==> src/rtl/scratch_stack_ctrl_if.sv <==
// Command/response and status bundle for the scratch stack sequencer.
// The master issues PUSH/POP/PEEK/CLEAR commands; the slave (the
// sequencer) answers with a one-cycle response pulse and reports the
// stack fill level.
interface scratch_stack_ctrl_if #(
   parameter int ADDR_W = 8,
   parameter int DATA_W = 32
) ();
   logic              cmd_valid;
   logic              cmd_ready;
   logic [1:0]        cmd_op;
   logic [DATA_W-1:0] cmd_wdata;
   logic              rsp_valid;
   logic [DATA_W-1:0] rsp_rdata;
   logic              rsp_err;
   logic [ADDR_W:0]   count;
   logic              empty;
   logic              full;

   modport master (
      output cmd_valid, cmd_op, cmd_wdata,
      input  cmd_ready, rsp_valid, rsp_rdata, rsp_err, count, empty, full
   );

   modport slave (
      input  cmd_valid, cmd_op, cmd_wdata,
      output cmd_ready, rsp_valid, rsp_rdata, rsp_err, count, empty, full
   );
endinterface

==> src/rtl/scratch_stack_ctrl.sv <==
// Sequencer for a single-port stack RAM with registered read (1-cycle
// latency). Owns the stack pointer, serialises PUSH/POP/PEEK/CLEAR
// commands and flags overflow/underflow instead of wrapping the pointer.
module scratch_stack_ctrl #(
   parameter int ADDR_W = 8,
   parameter int DATA_W = 32
) (
   input  logic                CLK,
   input  logic                resetn,
   scratch_stack_ctrl_if.slave bus,
   output logic [ADDR_W-1:0]   ram_addr,
   output logic [DATA_W-1:0]   ram_wdata,
   output logic                ram_wen,
   input  logic [DATA_W-1:0]   ram_rdata
);

   localparam logic [1:0] ST_IDLE    = 2'd0;
   localparam logic [1:0] ST_WRITE   = 2'd1;   // also used for 1-edge responses
   localparam logic [1:0] ST_RD_WAIT = 2'd2;
   localparam logic [1:0] ST_RD_CAP  = 2'd3;

   localparam logic [1:0] OP_CLEAR = 2'b00;
   localparam logic [1:0] OP_PUSH  = 2'b01;
   localparam logic [1:0] OP_POP   = 2'b10;
   localparam logic [1:0] OP_PEEK  = 2'b11;

   localparam logic [ADDR_W:0]   DEPTH_C    = {1'b1, {ADDR_W{1'b0}}};
   localparam logic [ADDR_W:0]   CNT_ZERO_C = {(ADDR_W+1){1'b0}};
   localparam logic [ADDR_W:0]   CNT_ONE_C  = {{ADDR_W{1'b0}}, 1'b1};
   localparam logic [ADDR_W-1:0] ADDR_ONE_C = {{(ADDR_W-1){1'b0}}, 1'b1};

   logic [1:0]        state_r;
   logic [1:0]        op_r;
   logic              err_r;
   logic [ADDR_W:0]   count_r;
   logic [ADDR_W-1:0] ram_addr_r;
   logic [DATA_W-1:0] ram_wdata_r;
   logic              ram_wen_r;
   logic              rsp_valid_r;
   logic              rsp_err_r;
   logic [DATA_W-1:0] rsp_rdata_r;

   logic              accept_s;
   logic              empty_s;
   logic              full_s;

   assign empty_s  = (count_r == CNT_ZERO_C);
   assign full_s   = (count_r == DEPTH_C);
   assign accept_s = bus.cmd_valid && (state_r == ST_IDLE);

   assign bus.cmd_ready = (state_r == ST_IDLE);
   assign bus.rsp_valid = rsp_valid_r;
   assign bus.rsp_err   = rsp_err_r;
   assign bus.rsp_rdata = rsp_rdata_r;
   assign bus.count     = count_r;
   assign bus.empty     = empty_s;
   assign bus.full      = full_s;
   assign ram_addr      = ram_addr_r;
   assign ram_wdata     = ram_wdata_r;
   assign ram_wen       = ram_wen_r;

   // Command sequencer: accepts in IDLE, drives the RAM and issues the response pulse.
   always_ff @(posedge CLK or negedge resetn) begin
      if (!resetn) begin
         state_r     <= ST_IDLE;
         op_r        <= OP_CLEAR;
         err_r       <= 1'b0;
         count_r     <= CNT_ZERO_C;
         ram_addr_r  <= {ADDR_W{1'b0}};
         ram_wdata_r <= {DATA_W{1'b0}};
         ram_wen_r   <= 1'b0;
         rsp_valid_r <= 1'b0;
         rsp_err_r   <= 1'b0;
         rsp_rdata_r <= {DATA_W{1'b0}};
      end else begin
         // Pulse outputs default low; ram_wen is therefore high for one cycle only.
         rsp_valid_r <= 1'b0;
         rsp_err_r   <= 1'b0;
         ram_wen_r   <= 1'b0;
         case (state_r)
            ST_IDLE: begin
               if (accept_s) begin
                  op_r <= bus.cmd_op;
                  case (bus.cmd_op)
                     OP_PUSH: begin
                        state_r <= ST_WRITE;
                        if (!full_s) begin
                           ram_addr_r  <= count_r[ADDR_W-1:0];
                           ram_wdata_r <= bus.cmd_wdata;
                           ram_wen_r   <= 1'b1;
                           err_r       <= 1'b0;
                        end else begin
                           err_r <= 1'b1;
                        end
                     end
                     OP_POP, OP_PEEK: begin
                        if (!empty_s) begin
                           ram_addr_r <= count_r[ADDR_W-1:0] - ADDR_ONE_C;
                           err_r      <= 1'b0;
                           state_r    <= ST_RD_WAIT;
                        end else begin
                           // Underflow: no RAM access, answer after one edge.
                           err_r   <= 1'b1;
                           state_r <= ST_WRITE;
                        end
                     end
                     OP_CLEAR: begin
                        count_r <= CNT_ZERO_C;
                        err_r   <= 1'b0;
                        state_r <= ST_WRITE;
                     end
                     default: begin
                        state_r <= ST_IDLE;
                     end
                  endcase
               end else begin
                  state_r <= ST_IDLE;
               end
            end
            ST_WRITE: begin
               // Single-edge completion: successful PUSH, CLEAR and all error cases.
               rsp_valid_r <= 1'b1;
               rsp_err_r   <= err_r;
               state_r     <= ST_IDLE;
               case (op_r)
                  OP_PUSH: begin
                     if (!err_r) begin
                        count_r     <= count_r + CNT_ONE_C;
                        rsp_rdata_r <= ram_wdata_r;
                     end else begin
                        rsp_rdata_r <= rsp_rdata_r;
                     end
                  end
                  OP_POP, OP_PEEK: begin
                     // Only the underflow path of a read reaches this state.
                     rsp_rdata_r <= {DATA_W{1'b0}};
                  end
                  default: begin
                     rsp_rdata_r <= rsp_rdata_r;
                  end
               endcase
            end
            ST_RD_WAIT: begin
               // RAM samples ram_addr on this edge; data is valid after it.
               state_r <= ST_RD_CAP;
            end
            ST_RD_CAP: begin
               rsp_rdata_r <= ram_rdata;
               rsp_valid_r <= 1'b1;
               state_r     <= ST_IDLE;
               if (op_r == OP_POP) begin
                  count_r <= count_r - CNT_ONE_C;
               end else begin
                  count_r <= count_r;
               end
            end
            default: begin
               state_r <= ST_IDLE;
            end
         endcase
      end
   end

endmodule

==> src/flat_wrapper.sv <==
// flat-port wrapper written by rule: the top's interface ports become plain ports
module scratch_stack_ctrl_flat 
#(
   parameter int ADDR_W = 8,
   parameter int DATA_W = 32
)
  (CLK, resetn, ram_addr, ram_wdata, ram_wen, ram_rdata, bus_cmd_valid, bus_cmd_op, bus_cmd_wdata, bus_cmd_ready, bus_rsp_valid, bus_rsp_rdata, bus_rsp_err, bus_count, bus_empty, bus_full);
  scratch_stack_ctrl_if #(.ADDR_W(ADDR_W), .DATA_W(DATA_W)) bus_i ();
  input  logic CLK;
  input  logic resetn;
  output logic [ADDR_W-1:0] ram_addr;
  output logic [DATA_W-1:0] ram_wdata;
  output logic ram_wen;
  input  logic [DATA_W-1:0] ram_rdata;
  input wire logic [$bits(bus_i.cmd_valid)-1:0] bus_cmd_valid;
  input wire logic [$bits(bus_i.cmd_op)-1:0] bus_cmd_op;
  input wire logic [$bits(bus_i.cmd_wdata)-1:0] bus_cmd_wdata;
  output wire logic [$bits(bus_i.cmd_ready)-1:0] bus_cmd_ready;
  output wire logic [$bits(bus_i.rsp_valid)-1:0] bus_rsp_valid;
  output wire logic [$bits(bus_i.rsp_rdata)-1:0] bus_rsp_rdata;
  output wire logic [$bits(bus_i.rsp_err)-1:0] bus_rsp_err;
  output wire logic [$bits(bus_i.count)-1:0] bus_count;
  output wire logic [$bits(bus_i.empty)-1:0] bus_empty;
  output wire logic [$bits(bus_i.full)-1:0] bus_full;
  assign bus_i.cmd_valid = bus_cmd_valid;
  assign bus_i.cmd_op = bus_cmd_op;
  assign bus_i.cmd_wdata = bus_cmd_wdata;
  assign bus_cmd_ready = bus_i.cmd_ready;
  assign bus_rsp_valid = bus_i.rsp_valid;
  assign bus_rsp_rdata = bus_i.rsp_rdata;
  assign bus_rsp_err = bus_i.rsp_err;
  assign bus_count = bus_i.count;
  assign bus_empty = bus_i.empty;
  assign bus_full = bus_i.full;
  scratch_stack_ctrl #(.ADDR_W(ADDR_W), .DATA_W(DATA_W)) u_core (.CLK(CLK), .resetn(resetn), .bus(bus_i), .ram_addr(ram_addr), .ram_wdata(ram_wdata), .ram_wen(ram_wen), .ram_rdata(ram_rdata));
endmodule
==> config.mk <==
export PLATFORM = sky130hd
export DESIGN_NAME = scratch_stack_ctrl_flat
export DESIGN_NICKNAME = d
export VERILOG_FILES = /design/src/rtl/scratch_stack_ctrl_if.sv /design/src/rtl/scratch_stack_ctrl.sv /design/src/flat_wrapper.sv
export SDC_FILE = /design/constraint.sdc
export NUM_CORES = 1
export LEC_CHECK = 0
export CORE_ASPECT_RATIO = 1.25
export CORE_MARGIN = 2
export CORE_UTILIZATION = 40
export DETAILED_ROUTE_END_ITERATION = 8
export GPL_TIMING_DRIVEN = 1
export PLACE_DENSITY = 0.76
export RECOVER_POWER = 50
export SLEW_MARGIN = 20
export SYNTH_ARGS = -nofsm -noshare
export SYNTH_HDL_FRONTEND = slang
export SYNTH_SLANG_ARGS = --single-unit
==> constraint.sdc <==
create_clock -name CLK -period 2.2 [get_ports CLK]
set_input_delay 0.66 -clock CLK [delete_from_list [all_inputs] [get_ports CLK]]
set_output_delay 0.66 -clock CLK [all_outputs]
set_load 0.03 [all_outputs]
== After elaboration in Yosys (flattened, before gate mapping) ==
Index checks and enable logic that the tools add are counted.

* Flip-flop bits (word level): 89
* Word-level logic and storage cells: 74

* Reduce and logical (&&, ||, !) cells: 16
* Equality and inequality tests: 19
* Mux-type cells: 25
* Add/subtract/negate cells: 3
* Bitwise operators: 1

{| class="wikitable"
|+ Operator list
! cell !! count
|-
| 32-bit case mux with 2 select lines || 2
|-
| 9-bit two-way mux || 5
|-
| 32-bit two-way mux || 1
|-
| 9-bit case mux with 3 select lines || 1
|-
| 8-bit two-way mux || 2
|-
| 8-bit case mux with 2 select lines || 1
|-
| 2-bit equality test (second input constant) || 6
|-
| 9-bit by 1-bit adder with 9-bit output (second input constant) || 1
|-
| 9-bit equality test (second input constant) || 1
|-
| 9-bit zero test || 1
|-
| 9-bit by 1-bit subtractor with 9-bit output (second input constant) || 1
|-
| 1-bit two-way mux || 8
|-
| 2-bit by 1-bit != test with 1-bit output (second input constant) || 4
|-
| 2-bit OR reduction || 4
|-
| 8-bit by 1-bit subtractor with 8-bit output (second input constant) || 1
|-
| 2-bit by 1-bit equality test with 1-bit output (second input constant) || 3
|-
| 2-bit != test (second input constant) || 3
|-
| 2-bit case mux with 3 select lines || 1
|-
| 6-bit AND reduction || 1
|-
| 5-bit AND reduction || 1
|-
| 2-bit zero test || 2
|-
| 2-bit two-way mux || 2
|-
| 2-bit case mux with 2 select lines || 1
|-
| 4-bit AND reduction || 1
|-
| other kinds (9) || 10
|}

== Longest topological paths before layout ==
* Depth after elaboration: 5
* Depth in mapped cells: 12
* Mapped depth without buffers: 9

== Worst setup path before layout ==
Ideal clock, no wire load.

* Path type: register to output
* Start: reg u_core.count_r[1], in the netlist u_core.bus.count[1]
* End: out bus_empty
* Data required time: 1540 ps
* Slack: -270 ps
* Cell stages (with the launch flop): 7
* Arrival time: 1810 ps
* Path buffers: 1
* Cells stage by stage: dfrtp_1 -> clkbuf_2 -> inv_1 -> ha_1 -> nor3b_1 -> nand2_2 -> nor2_1

* Longest elaborated chain between the ends: 1

{| class="wikitable"
|+ RTL lines
! item !! RTL line !! source
|-
| start, declared || scratch_stack_ctrl.sv:35 || <nowiki>logic [ADDR_W:0] count_r;</nowiki>
|-
| start signal, assigned || scratch_stack_ctrl.sv:128 || <nowiki>count_r <= count_r + CNT_ONE_C;</nowiki>
|-
| start signal, assigned || scratch_stack_ctrl.sv:152 || <nowiki>count_r <= count_r - CNT_ONE_C;</nowiki>
|-
| start signal, assigned || scratch_stack_ctrl.sv:154 || <nowiki>count_r <= count_r;</nowiki>
|-
| 9-bit zero test || scratch_stack_ctrl.sv:47 || <nowiki>assign empty_s = (count_r == CNT_ZERO_C);</nowiki>
|-
| end, declared || flat_wrapper.sv:23 || <nowiki>output wire logic [$bits(bus_i.empty)-1:0] bus_empty;</nowiki>
|}

No other way between the ends.

== Worst setup path in the final report ==
Same ends and word-level chain as after synthesis.

==> flow_summary.yaml <==
setup_path:
  r2r_cells: 10
  r2r-start: "u_core.bus.count[1]"
  worstSetupEndpointType: "primary output"
  crit_required_ns: 1.54
  crit_arrival_ns: 1.58
  startpoint_type: "flip-flop"
  regToRegEndpoint: "u_core.ram_wdata[6]"
  cp_max_fo: 3
  path_class: "reg -> out"
  reg2reg_slack_ns: 0.12
logic_synthesis:
  yosysSeqAreaShare_pct: 51.2
  yosys_warnings: 0
  syn_inst: 417
  ys_ff_latch: 89
  ys.flop_type: "dfrtp_1"
  synth_enable_flop_cells: 0
  synthesis.nets: 490
  async_flop_share_pct: 100
  synth_area_um2: 4350
  avgSynthCellArea_um2: 10.4
  yosys.cell_types.count: 45
worst_hold_path:
  whs_endpoint: "u_core.bus.rsp_rdata[11]"
  worstHoldStart: "u_core.bus.rsp_rdata[11]"
  hold_path.class: "reg -> reg"
  whs_path_depth: 2
sta:
  worst_pin_slew_ns: 1.20
  drv_slew: 0
  worst_hold_slack_ns: 0.475
  setup_tns_ns: -0.0715
  timing.fmax_mhz: 446
  fin_crit_ns: 2.24
  rsz0062_at_grt: "true"
  fin_ws_ns: -0.0419
  maxSlewHeadroom_pct: 19.7
  clock_skew_ns: 0.00645
  hold_viol: 0
  finalCritPeriodShare_pct: 102
  finalSetupViolations: 2
global_routing:
  grt_pass1_vias: 3878
  grt_usage_pct: 20.4
  grt_pass1_wl_mm: 19.2
  grt_max_degree: 90
  grt_overflow: 0
  grt_antenna_before_repair: 0
die:
  io_pins: 156
  fp.dieW_um: 97.3
  core_um2: 10600
  die_y_um: 121
  placementRows: 42
  initial_core_util_pct: 41.0
  dieArea_um2: 11700
route:
  vias_per_cell: 5.26
  wl_per_cell_um: 16.8
  wl_met2_mm: 6.36
  top_layer_used: "met4"
  wl_met3_um: 733
  drt-met1-wl_mm: 4.80
  wl_mm: 12.1
  drtPass1Iterations: 5
  drtAntennaViolNets: 0
  post-route-drc-count: 0
  drt-initial-drc-count: 152
  vias: 3788
clocking:
  root_buffer: "clkbuf_16"
  cts_sinks: 89
  insertion_delay_ns: 0.33
  cts_buffers: 9
  clk_pin_slew_worst_paths_ns: 0.06
  htree_levels: 3
  cts_tree: "yes"
  clockBufferDepth: 2
cells_and_area:
  area_delta_synth_final_pct: 51.0
  diodes: 0
  multi_input_area_um2: 1980
  final_layout_size_suffix_gt1_share_pct: 16.7
  final_nets: 656
  final-seq-area_um2: 2230
  final_cells: 720
  stdcell_area_um2: 6570
  fill_cells: 874
pwr:
  pwr-share-clk_pct: 16.8
  combPwrFrac_pct: 55.3
  p_sw_uw: 4300
  power_frac_seq_pct: 27.9
  power_density_nw_per_um2: 1570
  ir_drop_mv: 0.779
  internal_power_uw: 6000
  p_leak_uw: 0.00293
  p_sw_share_pct: 41.7
place:
  dp.cells: 694
  post-place-ws_ns: -0.200
  placed_area_um2: 6170
  place.gp.congestion: 0.821
  place_hpwl_mm: 8.39
  port_buffers: 155
run:
  maxCapViolations: 0
outcome:
  status: "complete, but fails checks"
  violations: "negative setup slack"
[through the flow]
step           util [%]  power, uW
6_report           61.9      10300
5_1_grt            61.9      10900
4_1_cts            61.6      10300
3_5_place_dp       58.1       8520
3_3_place_gp       58.1       8350
2_1_floorplan         -       6280
[sequential cells by signal, summed over array words and instances (netlist names)]
name	cells
u_core.err_r	1
u_core.bus.rsp_rdata	32
u_core.ram_addr	8
u_core.state_r	2
u_core.bus.rsp_err	1
u_core.ram_wdata	32
u_core.bus.count	9
u_core.op_r	2
u_core.bus.rsp_valid	1
u_core.ram_wen	1
[kinds of logic after synthesis]
family / Yosys count / synth area share [%]
muxes: 32 / 10.8
and+or+nand+nor: 129 / 15.8
adders and majority gates: 4 / 1.15
DFF: 89 / 51.2
buffers and inverters: 40 / 4.37
AOI/OAI and AO/OA: 112 / 14.6
xor gates and xnor gates: 11 / 2.21
[worst max path at each step]
stage                              startpoint                    to  slack, ns  cells after the start
final                     u_core.bus.count[1]             bus_empty      -0.04                      6
after global routing      u_core.bus.count[2]             bus_empty      -0.10                      4
after CTS                 u_core.bus.count[1]             bus_empty      -0.05                      6
after detailed placement        bus_cmd_valid   u_core.bus.count[4]      -0.20                      6
after global placement          bus_cmd_op[0]   u_core.ram_wdata[0]      -0.14                      5
after floorplan           u_core.bus.count[1]  u_core.ram_wdata[10]      -0.07                      9
[cells in the mapped netlist (3+ instances only)]
cell type	number	area (um2)
dfrtp_1	89	2230
nand2_1	56	210
o21ai_0	50	250
a21oi_1	37	185
and3_1	33	206
mux2_4	29	435
clkbuf_1	20	75.1
inv_1	8	30.0
buf_2	7	35.0
nor2_1	7	26.3
xnor2_1	6	52.6
nand3_1	5	25.0
nor3_1	5	25.0
xor2_1	5	43.8
buf_6	4	45.0
ha_1	4	50.1
o31ai_1	4	30.0
a211oi_1	3	22.5
a31oi_1	3	18.8
and2_1	3	18.8
mux2_2	3	33.8
nor4b_1	3	26.3
o21ai_1	3	15.0
[final cells by class]
class,instances,share of cell area (%)
Timing Repair Buffer,187,27.8
Sequential cell,89,33.9
Clock buffer,11,3.54
Multi-Input combinational cell,288,30.1
Clock inverter,5,1.58
Inverter,8,0.533
Tap cell,132,2.51
[routing by layer]
metal / GRT usage [%] / vias up
li1: - / 1799
met1: 24.0 / 1826
met2: 36.2 / 143
met3: 4.97 / 20
met4: 7.38 / 0
met5: 0 / -
[critical path, stage by stage, from the launching register on]
cell and delay, ns:
dfrtp_2 0.42, inv_4 0.07, ha_4 0.13, nor3b_4 0.20, nand2_2 0.14, nor2_4 0.17, buf_12 0.13
[repair_timing]
action,CTS,global route
setup buffers,4,5
pin swaps,1,3
hold buffers,0,0
setup endpoints to repair,11,10
cloned,0,1
gates resized for setup,11,5
[power groups by stage]
stage               logic (uW)  registers, uW  clock network (uW)
floorplan                 2250           4030                   0
detailed placement        5630           2890                   0
global route              6090           2960                1820
global placement          5510           2850                   0
CTS                       5670           2880                1760
finish                    5690           2870                1730
[cell usage in the layout (no fill, tap or decap), types with 3 or more instances in the layout]
master,Yosys,routed
a211oi_1,3,3
a21oi_1,37,37
a31oi_1,3,3
and3_1,33,33
buf_12,0,3
buf_4,0,26
bufinv_16,0,3
clkbuf_1,20,3
clkbuf_16,0,10
clkdlybuf4s50_1,0,141
dfrtp_1,89,87
dlygate4sd2_1,0,9
ha_1,4,3
inv_1,8,6
mux2_2,3,3
mux2_4,29,29
nand2_1,56,56
nand3_1,5,5
nor2_1,7,5
nor2_4,2,3
nor3_1,5,5
nor4b_1,3,3
o21ai_0,50,50
o21ai_1,3,3
o31ai_1,4,5
xnor2_1,6,6
xor2_1,5,5
Note: power is estimated with default switching activity, not from simulation.
